[src/rtl/audio_i2s_stream_if.sv]
// I2S / left-justified serial port with stereo RX/TX FIFOs and valid/ready streams.
// Serial pins are asynchronous to clk_clk and are resynchronised before use.
module audio_i2s_stream_fifo #(
    parameter int W     = 48,
    parameter int DEPTH = 8
) (
    input  logic                     clk,
    input  logic                     rst_n,
    input  logic                     push,
    input  logic                     pop,
    input  logic [W-1:0]             wdata,
    output logic [W-1:0]             rdata,
    output logic [$clog2(DEPTH):0]   level,
    output logic                     full,
    output logic                     empty
);
    localparam int AW = $clog2(DEPTH);
    localparam int LW = AW + 1;

    logic [W-1:0]  mem_q [DEPTH];
    logic [AW-1:0] wr_ptr_q, wr_ptr_d, rd_ptr_q, rd_ptr_d;
    logic [LW-1:0] level_q, level_d;
    logic          do_push, do_pop;

    assign empty   = (level_q == '0);
    assign full    = (level_q == LW'(DEPTH));
    assign do_pop  = pop & ~empty;
    // a full FIFO still accepts a push when the same cycle frees a slot
    assign do_push = push & (~full | do_pop);
    assign rdata   = empty ? '0 : mem_q[rd_ptr_q];
    assign level   = level_q;

    always_comb begin
        wr_ptr_d = wr_ptr_q + AW'(do_push);
        rd_ptr_d = rd_ptr_q + AW'(do_pop);
        level_d  = level_q + LW'(do_push) - LW'(do_pop);
    end

    always_ff @(posedge clk or negedge rst_n) begin
        if (!rst_n) begin
            wr_ptr_q <= '0;
            rd_ptr_q <= '0;
            level_q  <= '0;
        end else begin
            wr_ptr_q <= wr_ptr_d;
            rd_ptr_q <= rd_ptr_d;
            level_q  <= level_d;
        end
    end

    always_ff @(posedge clk) begin
        if (do_push) mem_q[wr_ptr_q] <= wdata;
    end
endmodule

module audio_i2s_stream_if #(
    parameter int DATA_W     = 24,
    parameter int FIFO_DEPTH = 8,
    parameter int JUSTIFY    = 0
) (
    input  logic                          clk_clk,
    input  logic                          reset_reset_n,
    input  logic                          aud_bclk,
    input  logic                          aud_adclrc,
    input  logic                          aud_daclrc,
    input  logic                          aud_adcdat,
    output logic                          aud_dacdat,
    input  logic                          enable,
    input  logic                          clear_flags,
    output logic [2*DATA_W-1:0]           rx_data,
    output logic                          rx_valid,
    input  logic                          rx_ready,
    input  logic [2*DATA_W-1:0]           tx_data,
    input  logic                          tx_valid,
    output logic                          tx_ready,
    output logic [$clog2(FIFO_DEPTH):0]   rx_level,
    output logic [$clog2(FIFO_DEPTH):0]   tx_level,
    output logic                          rx_overflow,
    output logic                          tx_underflow
);
    localparam int FW = 2 * DATA_W;
    localparam int CW = $clog2(DATA_W + 1);

    typedef enum logic [1:0] {ST_IDLE, ST_LEFT, ST_RIGHT} state_e;

    logic [3:0] sync1_q, sync1_d, sync2_q, sync2_d;
    logic [2:0] sync3_q, sync3_d;
    logic       bclk_rise, bclk_fall, adc_rise, adc_fall;
    logic       dac_rise, dac_fall, adc_bit;

    state_e            rx_state_q, rx_state_d;
    logic [CW-1:0]     rx_cnt_q, rx_cnt_d;
    logic              rx_skip_q, rx_skip_d;
    logic [DATA_W-1:0] rx_word_q, rx_word_d, rx_left_q, rx_left_d;
    logic [FW-1:0]     rx_frame_q, rx_frame_d;
    logic              rx_push_q, rx_push_d;
    logic              rx_restart, rx_sample;

    state_e            tx_state_q, tx_state_d;
    logic [CW-1:0]     tx_cnt_q, tx_cnt_d;
    logic [DATA_W-1:0] tx_sh_q, tx_sh_d, tx_right_q, tx_right_d, tx_word;
    logic              dacdat_q, dacdat_d;
    logic              tx_start, tx_load, tx_shift, tx_unf_ev;

    logic              rx_overflow_q, rx_overflow_d;
    logic              tx_underflow_q, tx_underflow_d;
    logic              rx_push, rx_pop, rx_full, rx_empty, rx_ovf_ev;
    logic              tx_push, tx_pop, tx_full, tx_empty;
    logic [FW-1:0]     tx_rdata;

    // bit 3 is data: it only needs to line up with the bclk edge, not edge-detection
    always_comb begin
        sync1_d = {aud_adcdat, aud_daclrc, aud_adclrc, aud_bclk};
        sync2_d = sync1_q;
        sync3_d = sync2_q[2:0];
    end

    assign bclk_rise = sync2_q[0] & ~sync3_q[0];
    assign bclk_fall = ~sync2_q[0] & sync3_q[0];
    assign adc_rise  = sync2_q[1] & ~sync3_q[1];
    assign adc_fall  = ~sync2_q[1] & sync3_q[1];
    assign dac_rise  = sync2_q[2] & ~sync3_q[2];
    assign dac_fall  = ~sync2_q[2] & sync3_q[2];
    assign adc_bit   = sync2_q[3];

    always_comb begin
        rx_state_d = rx_state_q;
        rx_cnt_d   = rx_cnt_q;
        rx_skip_d  = rx_skip_q;
        rx_word_d  = rx_word_q;
        rx_left_d  = rx_left_q;
        rx_frame_d = rx_frame_q;
        rx_push_d  = 1'b0;
        rx_restart = 1'b0;
        rx_sample  = 1'b0;
        if (!enable) begin
            rx_state_d = ST_IDLE;
        end else begin
            unique case (rx_state_q)
                ST_IDLE: if (adc_fall) begin
                    rx_state_d = ST_LEFT;
                    rx_restart = 1'b1;
                end
                ST_LEFT: if (adc_rise) begin
                    rx_state_d = ST_RIGHT;
                    rx_left_d  = rx_word_q;
                    rx_restart = 1'b1;
                end else if (bclk_rise) begin
                    rx_sample = 1'b1;
                end
                ST_RIGHT: if (adc_fall) begin
                    rx_state_d = ST_LEFT;
                    rx_frame_d = {rx_left_q, rx_word_q};
                    rx_push_d  = 1'b1;
                    rx_restart = 1'b1;
                end else if (bclk_rise) begin
                    rx_sample = 1'b1;
                end
                default: rx_state_d = ST_IDLE;
            endcase
            // clearing the word up front gives zero LSBs for short words
            if (rx_restart) begin
                rx_cnt_d  = '0;
                rx_skip_d = (JUSTIFY == 0);
                rx_word_d = '0;
            end else if (rx_sample) begin
                if (rx_skip_q) begin
                    rx_skip_d = 1'b0;
                end else if (rx_cnt_q < CW'(DATA_W)) begin
                    rx_word_d[CW'(DATA_W - 1) - rx_cnt_q] = adc_bit;
                    rx_cnt_d = rx_cnt_q + CW'(1);
                end
            end
        end
    end

    always_comb begin
        tx_state_d = tx_state_q;
        tx_cnt_d   = tx_cnt_q;
        tx_sh_d    = tx_sh_q;
        tx_right_d = tx_right_q;
        dacdat_d   = dacdat_q;
        tx_pop     = 1'b0;
        tx_unf_ev  = 1'b0;
        tx_start   = 1'b0;
        tx_load    = 1'b0;
        tx_shift   = 1'b0;
        tx_word    = '0;
        if (!enable) begin
            tx_state_d = ST_IDLE;
            dacdat_d   = 1'b0;
        end else begin
            unique case (tx_state_q)
                ST_IDLE: if (dac_fall) begin
                    tx_state_d = ST_LEFT;
                    tx_start   = 1'b1;
                end
                ST_LEFT: if (dac_rise) begin
                    tx_state_d = ST_RIGHT;
                    tx_load    = 1'b1;
                    tx_word    = tx_right_q;
                end else if (bclk_fall) begin
                    tx_shift = 1'b1;
                end
                ST_RIGHT: if (dac_fall) begin
                    tx_state_d = ST_LEFT;
                    tx_start   = 1'b1;
                end else if (bclk_fall) begin
                    tx_shift = 1'b1;
                end
                default: tx_state_d = ST_IDLE;
            endcase
            if (tx_start) begin
                tx_load = 1'b1;
                if (tx_empty) begin
                    tx_unf_ev  = 1'b1;
                    tx_right_d = '0;
                end else begin
                    tx_pop     = 1'b1;
                    tx_word    = tx_rdata[FW-1:DATA_W];
                    tx_right_d = tx_rdata[DATA_W-1:0];
                end
            end
            // left-justified puts the MSB out on the LRC edge itself
            if (tx_load) begin
                if (JUSTIFY != 0) begin
                    dacdat_d = tx_word[DATA_W-1];
                    tx_sh_d  = {tx_word[DATA_W-2:0], 1'b0};
                    tx_cnt_d = CW'(1);
                end else begin
                    dacdat_d = 1'b0;
                    tx_sh_d  = tx_word;
                    tx_cnt_d = '0;
                end
            end else if (tx_shift) begin
                if (tx_cnt_q < CW'(DATA_W)) begin
                    dacdat_d = tx_sh_q[DATA_W-1];
                    tx_sh_d  = {tx_sh_q[DATA_W-2:0], 1'b0};
                    tx_cnt_d = tx_cnt_q + CW'(1);
                end else begin
                    dacdat_d = 1'b0;
                end
            end
        end
    end

    assign rx_push   = rx_push_q & enable;
    assign rx_pop    = rx_valid & rx_ready;
    assign rx_ovf_ev = rx_push & rx_full & ~rx_pop;
    assign tx_push   = tx_valid & ~tx_full;

    always_comb begin
        rx_overflow_d  = (rx_overflow_q & ~clear_flags) | rx_ovf_ev;
        tx_underflow_d = (tx_underflow_q & ~clear_flags) | tx_unf_ev;
    end

    always_ff @(posedge clk_clk or negedge reset_reset_n) begin
        if (!reset_reset_n) begin
            sync1_q        <= '0;
            sync2_q        <= '0;
            sync3_q        <= '0;
            rx_state_q     <= ST_IDLE;
            rx_cnt_q       <= '0;
            rx_skip_q      <= 1'b0;
            rx_word_q      <= '0;
            rx_left_q      <= '0;
            rx_frame_q     <= '0;
            rx_push_q      <= 1'b0;
            tx_state_q     <= ST_IDLE;
            tx_cnt_q       <= '0;
            tx_sh_q        <= '0;
            tx_right_q     <= '0;
            dacdat_q       <= 1'b0;
            rx_overflow_q  <= 1'b0;
            tx_underflow_q <= 1'b0;
        end else begin
            sync1_q        <= sync1_d;
            sync2_q        <= sync2_d;
            sync3_q        <= sync3_d;
            rx_state_q     <= rx_state_d;
            rx_cnt_q       <= rx_cnt_d;
            rx_skip_q      <= rx_skip_d;
            rx_word_q      <= rx_word_d;
            rx_left_q      <= rx_left_d;
            rx_frame_q     <= rx_frame_d;
            rx_push_q      <= rx_push_d;
            tx_state_q     <= tx_state_d;
            tx_cnt_q       <= tx_cnt_d;
            tx_sh_q        <= tx_sh_d;
            tx_right_q     <= tx_right_d;
            dacdat_q       <= dacdat_d;
            rx_overflow_q  <= rx_overflow_d;
            tx_underflow_q <= tx_underflow_d;
        end
    end

    audio_i2s_stream_fifo #(.W(FW), .DEPTH(FIFO_DEPTH)) u_rx_fifo (
        .clk(clk_clk), .rst_n(reset_reset_n),
        .push(rx_push), .pop(rx_pop), .wdata(rx_frame_q),
        .rdata(rx_data), .level(rx_level),
        .full(rx_full), .empty(rx_empty)
    );

    audio_i2s_stream_fifo #(.W(FW), .DEPTH(FIFO_DEPTH)) u_tx_fifo (
        .clk(clk_clk), .rst_n(reset_reset_n),
        .push(tx_push), .pop(tx_pop), .wdata(tx_data),
        .rdata(tx_rdata), .level(tx_level),
        .full(tx_full), .empty(tx_empty)
    );

    assign rx_valid     = ~rx_empty;
    assign tx_ready     = ~tx_full;
    assign aud_dacdat   = dacdat_q;
    assign rx_overflow  = rx_overflow_q;
    assign tx_underflow = tx_underflow_q;
endmodule

[config.mk]
export PLATFORM = sky130hd
export DESIGN_NAME = audio_i2s_stream_if
export DESIGN_NICKNAME = d
export VERILOG_FILES = /design/src/rtl/audio_i2s_stream_if.sv
export SDC_FILE = /design/constraint.sdc
export NUM_CORES = 1
export LEC_CHECK = 0
export ABC_AREA = 1
export CAP_MARGIN = 40
export CORE_AREA = 2 2 250 252
export DETAILED_ROUTE_END_ITERATION = 8
export DIE_AREA = 0 0 252 254
export DONT_BUFFER_PORTS = 1
export PLACE_DENSITY = 0.86
export SLEW_MARGIN = 20
export SYNTH_ARGS = -nofsm -noshare
export SYNTH_HDL_FRONTEND = slang
export SYNTH_SLANG_ARGS = --single-unit
[constraint.sdc]
create_clock -name clk_clk -period 9.7 [get_ports clk_clk]
set_clock_uncertainty 0.05 [all_clocks]
set_input_delay 2.425 -clock clk_clk [delete_from_list [all_inputs] [get_ports clk_clk]]
set_output_delay 2.425 -clock clk_clk [all_outputs]
set_load 0.05 [all_outputs]
---- Yosys cells after proc, flatten, opt, wreduce, memory -nomap -nowiden ----
Memories as Yosys holds them, arrays and structs flattened.
Cells that the tools add are included.
word-level totals
  memories ................................ 2
  memory bits (writable) .................. 768
  flip-flop bits (word level) ............. 194
  input port bits ......................... 58
  output and inout bits ................... 61
memories
  memory           depth  bits a word  read ports  clocked after memory_dff  wr ports  RTL line  RTL
  u_rx_fifo.mem_q  8      48           1           0                         1         20        logic [W-1:0] mem_q [DEPTH];
  u_tx_fifo.mem_q  8      48           1           0                         1         20
cells by class
  bitwise operators ....................... 33
  order comparisons ....................... 4
  mux-type cells .......................... 70
  eq/ne operators ......................... 12
  reductions and logical operators ........ 19
  $add $sub $neg .......................... 11
operators by type and width
  kind                                                                          count
  24-bit 2-to-1 mux                                                             12
  48-bit 2-to-1 mux                                                             1
  1-bit 2-to-1 mux                                                              37
  5-bit 2-to-1 mux                                                              7
  24-bit bitwise mux                                                            1
  1-bit AND                                                                     17
  3-bit by 1-bit adder with 3-bit output                                        4
  2-bit 2-to-1 mux                                                              6
  1-bit inverter                                                                12
  5-bit by 1-bit adder with 5-bit output, second input constant                 2
  5-bit less-than comparator, second input constant                             2
  3-bit AND reduction                                                           3
  4-bit by 1-bit adder with 4-bit output                                        2
  4-bit == test, second input constant                                          2
  4-bit logical NOT                                                             2
  2-bit one-hot mux with 2 select lines                                         2
  2-bit AND reduction                                                           4
  2-bit nonzero test                                                            4
  4-bit by 1-bit subtractor with 4-bit output                                   2
  5-bit by 6-bit less-than comparator with 1-bit output, second input constant  1
  3-bit by 2-bit inequality test with 1-bit output, second input constant       2
  3-bit inequality test, second input constant                                  2
  1-bit one-hot mux with 2 select lines                                         3
  1-bit demux with 5-bit select                                                 1
  other kinds (11)                                                              18

---- Depth between registers and ports, before layout ----
Gate-level depths: netlist of the first run.
  word-level depth ........................ 12
  mapped depth ............................ 13
  mapped depth without buffers ............ 12

---- By module ----
A second synthesis of the first run with hierarchy kept.
second synthesis, totals
  cells, all modules ...................... 4,495
  area, all modules ....................... 42,643.4 µm²
by module, submodules not included
  module                             instances  cells an instance  area an instance (µm²)
  audio_i2s_stream_fifo (u_rx_fifo)  1          1,729              17,302.8
  audio_i2s_stream_fifo (u_tx_fifo)  1          1,728              17,295.3
  audio_i2s_stream_if                1          1,038              8,045.2

---- Worst setup path before layout of the first run ----
No wires, ideal clock.
  kind .................................... in2reg
  from .................................... input enable
  to ...................................... memory u_rx_fifo.mem_q[0][0] (enable)
  stages on the path ...................... 5
  arrival time ............................ 5.077 ns
  slack ................................... 4.120 ns
  path buffers ............................ 1
  data required time ...................... 9.196 ns
  library setup time ...................... 0.454 ns
  path through ............................ buf_2 > nand2_1 > a21oi_1 > nand2_1 > nor2_1
between the ends
  word-level cells in the longest chain between the ends .. 4
RTL lines
  what                                    RTL line  RTL
  from (decl)                             68        input logic enable,
  1-bit AND                               247       assign rx_push = rx_push_q & enable;
  1-bit AND                               29        assign do_push = push & (~full | do_pop);
  1-bit 2-to-1 mux                        52        if (do_push) mem_q[wr_ptr_q] <= wdata;
  1-bit 2-to-1 mux (implied by the code)  52
  to (decl)                               20
No other way between the ends.

---- Worst setup path after layout of the first run ----
  from .................................... register u_rx_fifo.rd_ptr_q[0]
  to ...................................... output rx_data[39]
between the ends
  word-level cells in the longest chain between the ends .. 2
RTL lines
  what                    RTL line  RTL
  from (decl)             21        logic [AW-1:0] wr_ptr_q, wr_ptr_d, rd_ptr_q, rd_ptr_d;
  from (signal assigned)  46        rd_ptr_q <= rd_ptr_d;
  memory read 8 x 48 bit  n/a
  48-bit 2-to-1 mux       30        assign rdata = empty ? '0 : mem_q[rd_ptr_q];
  to (decl)               70        output logic [2*DATA_W-1:0] rx_data,
No other way between the ends.

==> impl_metrics.ini, run 1 <==
[status]
status = complete, no violations

[yosys]
avgSynthCellArea_um2 = 11.2
synth_fp_nets = 3626
synth-warning-count = 0
synth_area_um2 = 39500
synth_seq_area_share_pct = 70.7
synth_cell_types = 34
synth-seq-cells = 962
syn_inst = 3532

[sta]
layout_setup_ws_ns = 3.55
finalCriticalPeriod_ns = 6.15
finalCritPeriodShare_pct = 63.5
fmax_ghz = 0.162
finalMaxSlewViolations = 0
finalHoldViolCount = 0
setup_viol = 0
max_slew_margin_pct = 39.8
rsz0062_at_grt = false
fin_tns_setup_ns = 0
worst_pin_slew_ns = 0.904

[critical_path]
worstPathCellList = buf_16 -> inv_4 -> buf_4 -> o21ai_0 -> o22ai_1 -> nor2_1 -> nor2_1 -> buf_4
timing.rr.start = u_rx_fifo.level[2]$_DFF_PN0_
crit_arrival_ns = 3.68
required_ns = 7.23
cp.depth = 8
cp-start-kind = flip-flop
timing.critical_path.slowest_cell_delay_ns = 0.67
worstPathMaxFanout = 81
path_delay_family = buffers and inverters
worstPathBufferInverterCount = 4
reg2regPathDepth = 9
crit_path_end_kind = output port
path_class = reg2out
r2r_slack_ns = 6.25
reg2reg_to = u_rx_fifo.mem_q[5][18]$_DFFE_PP_
cpMaxStageDelayCell = buf_4

[floorplan]
start_util_pct = 64.5
pin_count = 119
die_y_um = 254
die_area_um2 = 64000
die_x_um = 252
row_count = 91
core_um2 = 61300

[clock_tree]
htreeDepth = 3
cts_resized = 0
cts-buffers-inserted = 91
cts.sinks = 962
cts_tree = built
cts_root_buffer = clkbuf_16
cts_setup_buffers = 0
cts_buffer_depth = 3
cts_hold_repair.buffers = 0
insertion_delay_ns = 0.66
clkTransAtPathRegs_ns = 0.06

[finish]
drive_gt1_share_pct = 7.75
layout_common_cells = edfxtp_1 (768), nand2_1 (767), nor2_1 (504)
final_common_cell = edfxtp_1
num_antenna_cells = 0
area_growth_syn_to_layout_pct = 11.1
nNetsFinal = 3616
fill_cells = 3677

[global_route]
grt-busiest-layer = met2
gr-total-overflow = 0
grt_usage_pct = 28.9
antenna_found_initial = 2
grt_use_met2_pct = 51.1
grt_use_met3_pct = 5.45
globalRouteMet1Util_pct = 33.5
grt_pass1_vias = 26200
grt_first_pass_wirelength_um = 141000
grt_max_degree = 195

[pwr]
seqPwrFrac_pct = 40.9
p_comb_share_pct = 32.1
power.total_mw = 13.6
clkPwrFrac_pct = 27.1
irDropWorstVdd_mv = 0.221
netSwitchingFraction_pct = 37.8
net-switching-power_mw = 5.13
p_int_mw = 8.45
power_density_nw_per_um2 = 310
p_leak_nw = 17.3

[hold_path]
min_path_cells = 0
hp-class = reg2reg
worstHoldStart = sync1_q[0]$_DFF_PN0_
hold_path_end = sync2_q[0]$_DFF_PN0_

[drt]
vias = 26600
drt_first_pass_iters = 6
drcViolationCount = 0
wirelength_um = 92800
ant_nets = 0
drt_iter0_markers = 3261
routedWlPerCell_um = 21.1
vias_per_cell = 6.05

[place]
hpwl_um = 46100
place_congestion = 0.804
io_buffer_count = 0
pre_cts_ws_ns = 4.31

[run]
maxCapViolations = 0
[layer usage]
metal / share of wire, % / up-vias
met5: 0.027 / -
met4: 4.8 / 4
met3: 9.0 / 322
met2: 51 / 1547
li1: - / 12000
met1: 35 / 12700
[worst max path at each step]
stage,start,endpoint,slack (ns)
2_1_floorplan,enable,u_rx_fifo.mem_q[0][0]$_DFFE_PP_,4.12
6_report,u_rx_fifo.rd_ptr_q[0]$_DFF_PN0_,rx_data[39],3.55
4_1_cts,u_rx_fifo.rd_ptr_q[0]$_DFF_PN0_,rx_data[12],3.38
3_5_place_dp,u_rx_fifo.rd_ptr_q[0]$_DFF_PN0_,rx_data[39],4.31
5_1_grt,u_rx_fifo.rd_ptr_q[0]$_DFF_PN0_,rx_data[42],3.43
3_3_place_gp,u_rx_fifo.rd_ptr_q[0]$_DFF_PN0_,rx_data[39],3.51
[layout make-up]
class                      instances  area, um2  share of cell area (%)
tap                              790        988                    2.25
clock inverter                    50        594                    1.35
clock buffer                     120       2510                    5.72
sequential                       962      27900                    63.7
multi-input combinational       2109       9780                    22.3
timing repair buffer              94       1060                    2.42
inverter                         264        996                    2.27
[cells in the mapped netlist, drive strengths merged]
cell type    n  area [um2]
dfrtp      194        4850
buf        106         576
nand3b      14         105
nor3         6        41.3
fa           2        40.0
nor3b        1        7.51
ha          34         425
nand2      772        2910
edfxtp     768       23100
and2         1        6.26
o22ai       50         313
inv        263         987
a21boi       1        18.8
nor2       523        1970
xor2         8        70.1
o21ai      372        1870
a21oi       20         100
xnor2        3        26.3
clkbuf      91         343
nand3      205        1040
and3         1        6.26
o211ai      96         721
clkinv       1        3.75
[power groups by stage]
stage	Clock, mW	Combinational, mW	Sequential [mW]
floorplan	0	3.21	5.37
global placement	0	3.64	5.64
detailed placement	0	4.08	5.66
CTS	3.70	4.20	5.59
global route	3.85	4.72	5.60
finish	3.68	4.36	5.55
[logic make-up after synthesis]
logic type      share of synthesized area (%)
simple gates                             15.4
flops                                    70.7
compound gates                           7.64
buf+inv                                  4.84
fa+ha+maj                                1.18
xor+xnor                                0.244
[worst register-to-register path: stages (launching register included)]
cell	delay, ns
dfrtp_1	0.63
inv_1	0.16
ha_1	0.24
nand2_2	0.06
buf_4	0.30
nand2_1	0.16
a21oi_1	0.29
nand2_1	0.31
nor2_4	0.14
buf_4	0.68
[per-stage QoR]
| step | cells | instance area (um2) | hold slack [ns] | utilization (%) |
|---|---|---|---|---|
| after floorplan | 3532 | 39500 | 0.281 | - |
| after global placement | 4158 | 39900 | 0.283 | 65.2 |
| after CTS | 4375 | 43500 | 0.301 | 71.1 |
| after global routing | 4389 | 43900 | 0.316 | 71.6 |
| after detailed placement | 4205 | 40400 | 0.287 | 66.0 |
| final | 4389 | 43900 | 0.299 | 71.6 |
[state kept, by name, summed over array words and instances, names as in the netlist, 5 cells and up]
| signal | flops |
|---|---|
| rx_word_q | 24 |
| tx_right_q | 24 |
| tx_sh_q | 24 |
| u_tx_fifo.mem_q | 384 |
| u_rx_fifo.mem_q | 384 |
| rx_cnt_q | 5 |
| rx_frame_q | 48 |
| rx_left_q | 24 |
| tx_cnt_q | 5 |
(Power assumes the default switching activity.)
==> run 2, diff against run 1 <==
--- a/config.mk
+++ b/config.mk
@@ -5,13 +5,13 @@
 export SDC_FILE = /design/constraint.sdc
 export NUM_CORES = 1
 export LEC_CHECK = 0
-export ABC_AREA = 1
+export ABC_AREA = 0
 export CAP_MARGIN = 40
-export CORE_AREA = 2 2 250 252
+export CORE_AREA = 2 2 260 262
 export DETAILED_ROUTE_END_ITERATION = 8
-export DIE_AREA = 0 0 252 254
+export DIE_AREA = 0 0 262 264
 export DONT_BUFFER_PORTS = 1
-export PLACE_DENSITY = 0.86
+export PLACE_DENSITY = 0.81
 export SLEW_MARGIN = 20
 export SYNTH_ARGS = -nofsm -noshare
 export SYNTH_HDL_FRONTEND = slang
==> constraint.sdc (replaced) <==
create_clock -name clk_clk -period 5.65 [get_ports clk_clk]
set_clock_uncertainty 0.05 [all_clocks]
set_input_delay 1.4125 -clock clk_clk [delete_from_list [all_inputs] [get_ports clk_clk]]
set_output_delay 1.4125 -clock clk_clk [all_outputs]
set_load 0.05 [all_outputs]
==> run 2 against run 1 <==
  * Global-route usage decreased by 5.1 points
  * Critical path type unchanged
  * Non-clock buffer count is 13 lower
  * Core utilization is 8.3 points lower
  * Largest power group unchanged
  * Hold slack got worse by 0.015 ns
==> impl_metrics.ini, run 2 <==
[sta]
max_slew_margin_pct = 39.1
setup_viol = 0
worst_pin_slew_ns = 0.911
fin_tns_setup_ns = 0
finalCriticalPeriod_ns = 4.55
finalMaxSlewViolations = 0
rsz0062_at_grt = false
finalCritPeriodShare_pct = 80.5
fmax_ghz = 0.220
layout_setup_ws_ns = 1.10
finalHoldViolCount = 0

[hold_path]
worstHoldStart = sync1_q[3]$_DFF_PN0_
min_path_cells = 0
hold_path_end = sync2_q[3]$_DFF_PN0_
hp-class = reg2reg

[pwr]
p_comb_share_pct = 23.2
p_int_mw = 13.6
net-switching-power_mw = 5.96
netSwitchingFraction_pct = 30.4
seqPwrFrac_pct = 45.8
p_leak_nw = 15.3
clkPwrFrac_pct = 31.0
power_density_nw_per_um2 = 464
irDropWorstVdd_mv = 0.427
power.total_mw = 19.6

[place]
place_congestion = 0.818
place_area_um2 = 39000
hpwl_um = 44500
pre_cts_ws_ns = 1.68
io_buffer_count = 0

[critical_path]
r2r_slack_ns = 1.96
startpoint = u_rx_fifo.rd_ptr_q[1]$_DFF_PN0_
crit_arrival_ns = 3.08
reg2reg_to = u_rx_fifo.mem_q[2][10]$_DFFE_PP_
timing.rr.start = u_rx_fifo.level[2]$_DFF_PN0_
reg2regPathDepth = 7
cp-start-kind = flip-flop
worstPathMaxFanout = 54
crit_path_end_kind = output port
path_class = reg2out
required_ns = 4.19

[drt]
drt_first_pass_iters = 5
routedWlPerCell_um = 26.0
vias = 19600
vias_per_cell = 6.28
wl_met1_um = 30000
wl_met3_um = 5630
drt_iter0_markers = 2063
ant_nets = 0
wirelength_um = 81000
drcViolationCount = 0
met2_length_um = 42500
top_layer = met5

[clock_tree]
insertion_delay_ns = 0.65
cts_setup_buffers = 0
cts_tree = built
htreeDepth = 3
cts_hold_repair.buffers = 0
cts.sinks = 962
cts_buffer_depth = 3
cts_root_buffer = clkbuf_16
cts_resized = 0
clkTransAtPathRegs_ns = 0.06
cts-buffers-inserted = 92

[floorplan]
die_x_um = 262
core_um2 = 66600
row_count = 95
die_y_um = 264
pin_count = 119
start_util_pct = 56.4
die_area_um2 = 69200

[finish]
num_antenna_cells = 0
fill_cells = 4235
finalInstanceArea_um2 = 42200
final_common_cell = edfxtp_1
drive_gt1_share_pct = 19.8
reg.largest.list = u_rx_fifo.mem_q: 384 flops, u_tx_fifo.mem_q: 384 flops, rx_frame_q: 48 flops
area_growth_syn_to_layout_pct = 12.4
nNetsFinal = 2261
layout_common_cells = edfxtp_1 (768), nand2_1 (210), dfrtp_1 (188)

[global_route]
grt_first_pass_wirelength_um = 123000
grt_usage_pct = 23.8
grt_pass1_vias = 20400
grt_max_degree = 195
antenna_found_initial = 4
gr-total-overflow = 0

[yosys]
synth_ff_type = edfxtp_1
synth.most_common_cell = edfxtp_1
synth_area_um2 = 37500
synth_fp_nets = 2196
synth-seq-cells = 962
synth_cell_types = 51
yosys.area.top_type = edfxtp_1
avgSynthCellArea_um2 = 17.9
yosys.area.top_type_share_pct = 61.5
async_flop_share_pct = 20.2
synth_edf_count = 768
syn_inst = 2102
synth.area.top_cells = edfxtp_1 (61%), dfrtp_1 (13%), mux4_2 (10%)
synth-warning-count = 0
synthTopCellsByCount = edfxtp_1 (768), nand2_1 (210), dfrtp_1 (194), mux4_2 (169), mux2i_1 (122)
synth_seq_area_share_pct = 74.4

[run]
maxCapViolations = 0

[status]
status = complete, no violations
==> run 2: changes by cell type after synthesis, sizes merged, moves of 169 or more <==
cell,before,now
o21ai,372,68
nand3,205,13
inv,263,32
nor2,523,116
nand2,772,210
mux4,0,169
==> run 2: how the worst max path moves through the flow <==
stage	depth (start not counted)	to
floorplan	3	u_tx_fifo.mem_q[0][0]$_DFFE_PP_
global placement	4	rx_data[47]
detailed placement	5	u_rx_fifo.mem_q[2][6]$_DFFE_PP_
CTS	4	rx_data[32]
global route	4	rx_data[32]
finish	4	rx_data[31]
==> run 2: worst max-delay path, cell delays in order, from the launching register on <==
cell and delay (ns):
dfrtp_4 0.97, buf_12 0.35, mux4_2 0.24, mux2i_1 0.13
nor2_1 0.73
==> run 2: per-stage QoR <==
step                util, %  hold slack, ns  std cells
floorplan                 -           0.281       2102
global placement       58.1           0.286       2902
detailed placement     58.6           0.286       2938
CTS                    63.1           0.275       3110
global route           63.3           0.308       3118
finish                 63.3           0.284       3118
==> run 2: cell type report <==
class                   count  area [um2]  area share [%]
flip-flops and latches    962       27900            66.3
inverters                  33         124           0.294
clock inverters            41         359           0.852
repair buffers             81         831            1.97
clock buffers             131        2660            6.32
well taps                 873        1090            2.59
multi-input cells         997        9160            21.7
==> run 2: power groups by stage <==
stage | sequential (mW) | combinational, mW | clock, mW
after global placement | 9.11 | 4.14 | 0
after CTS | 8.96 | 4.59 | 6.12
after detailed placement | 9.08 | 4.51 | 0
after global routing | 9.02 | 4.85 | 6.38
after floorplan | 8.75 | 3.59 | 0
final | 8.96 | 4.55 | 6.06
==> run 2: cells by family (layout without fill, tap and decap cells) <==
family	count (synthesis)	after routing	synth area share (%)
compound gates	206	206	3.46
xor+xnor	11	11	0.257
fa+ha+maj	36	36	1.24
buf+inv	143	286	1.59
flops	962	962	74.4
mux	311	311	14.0
simple gates	433	433	5.05
==> run 2: metal layers <==
metal	vias to the layer above	track usage, %
met3	214	4.99
met4	8	9.18
met1	10200	29.6
met2	892	41.1
met5	-	0
li1	8266	-
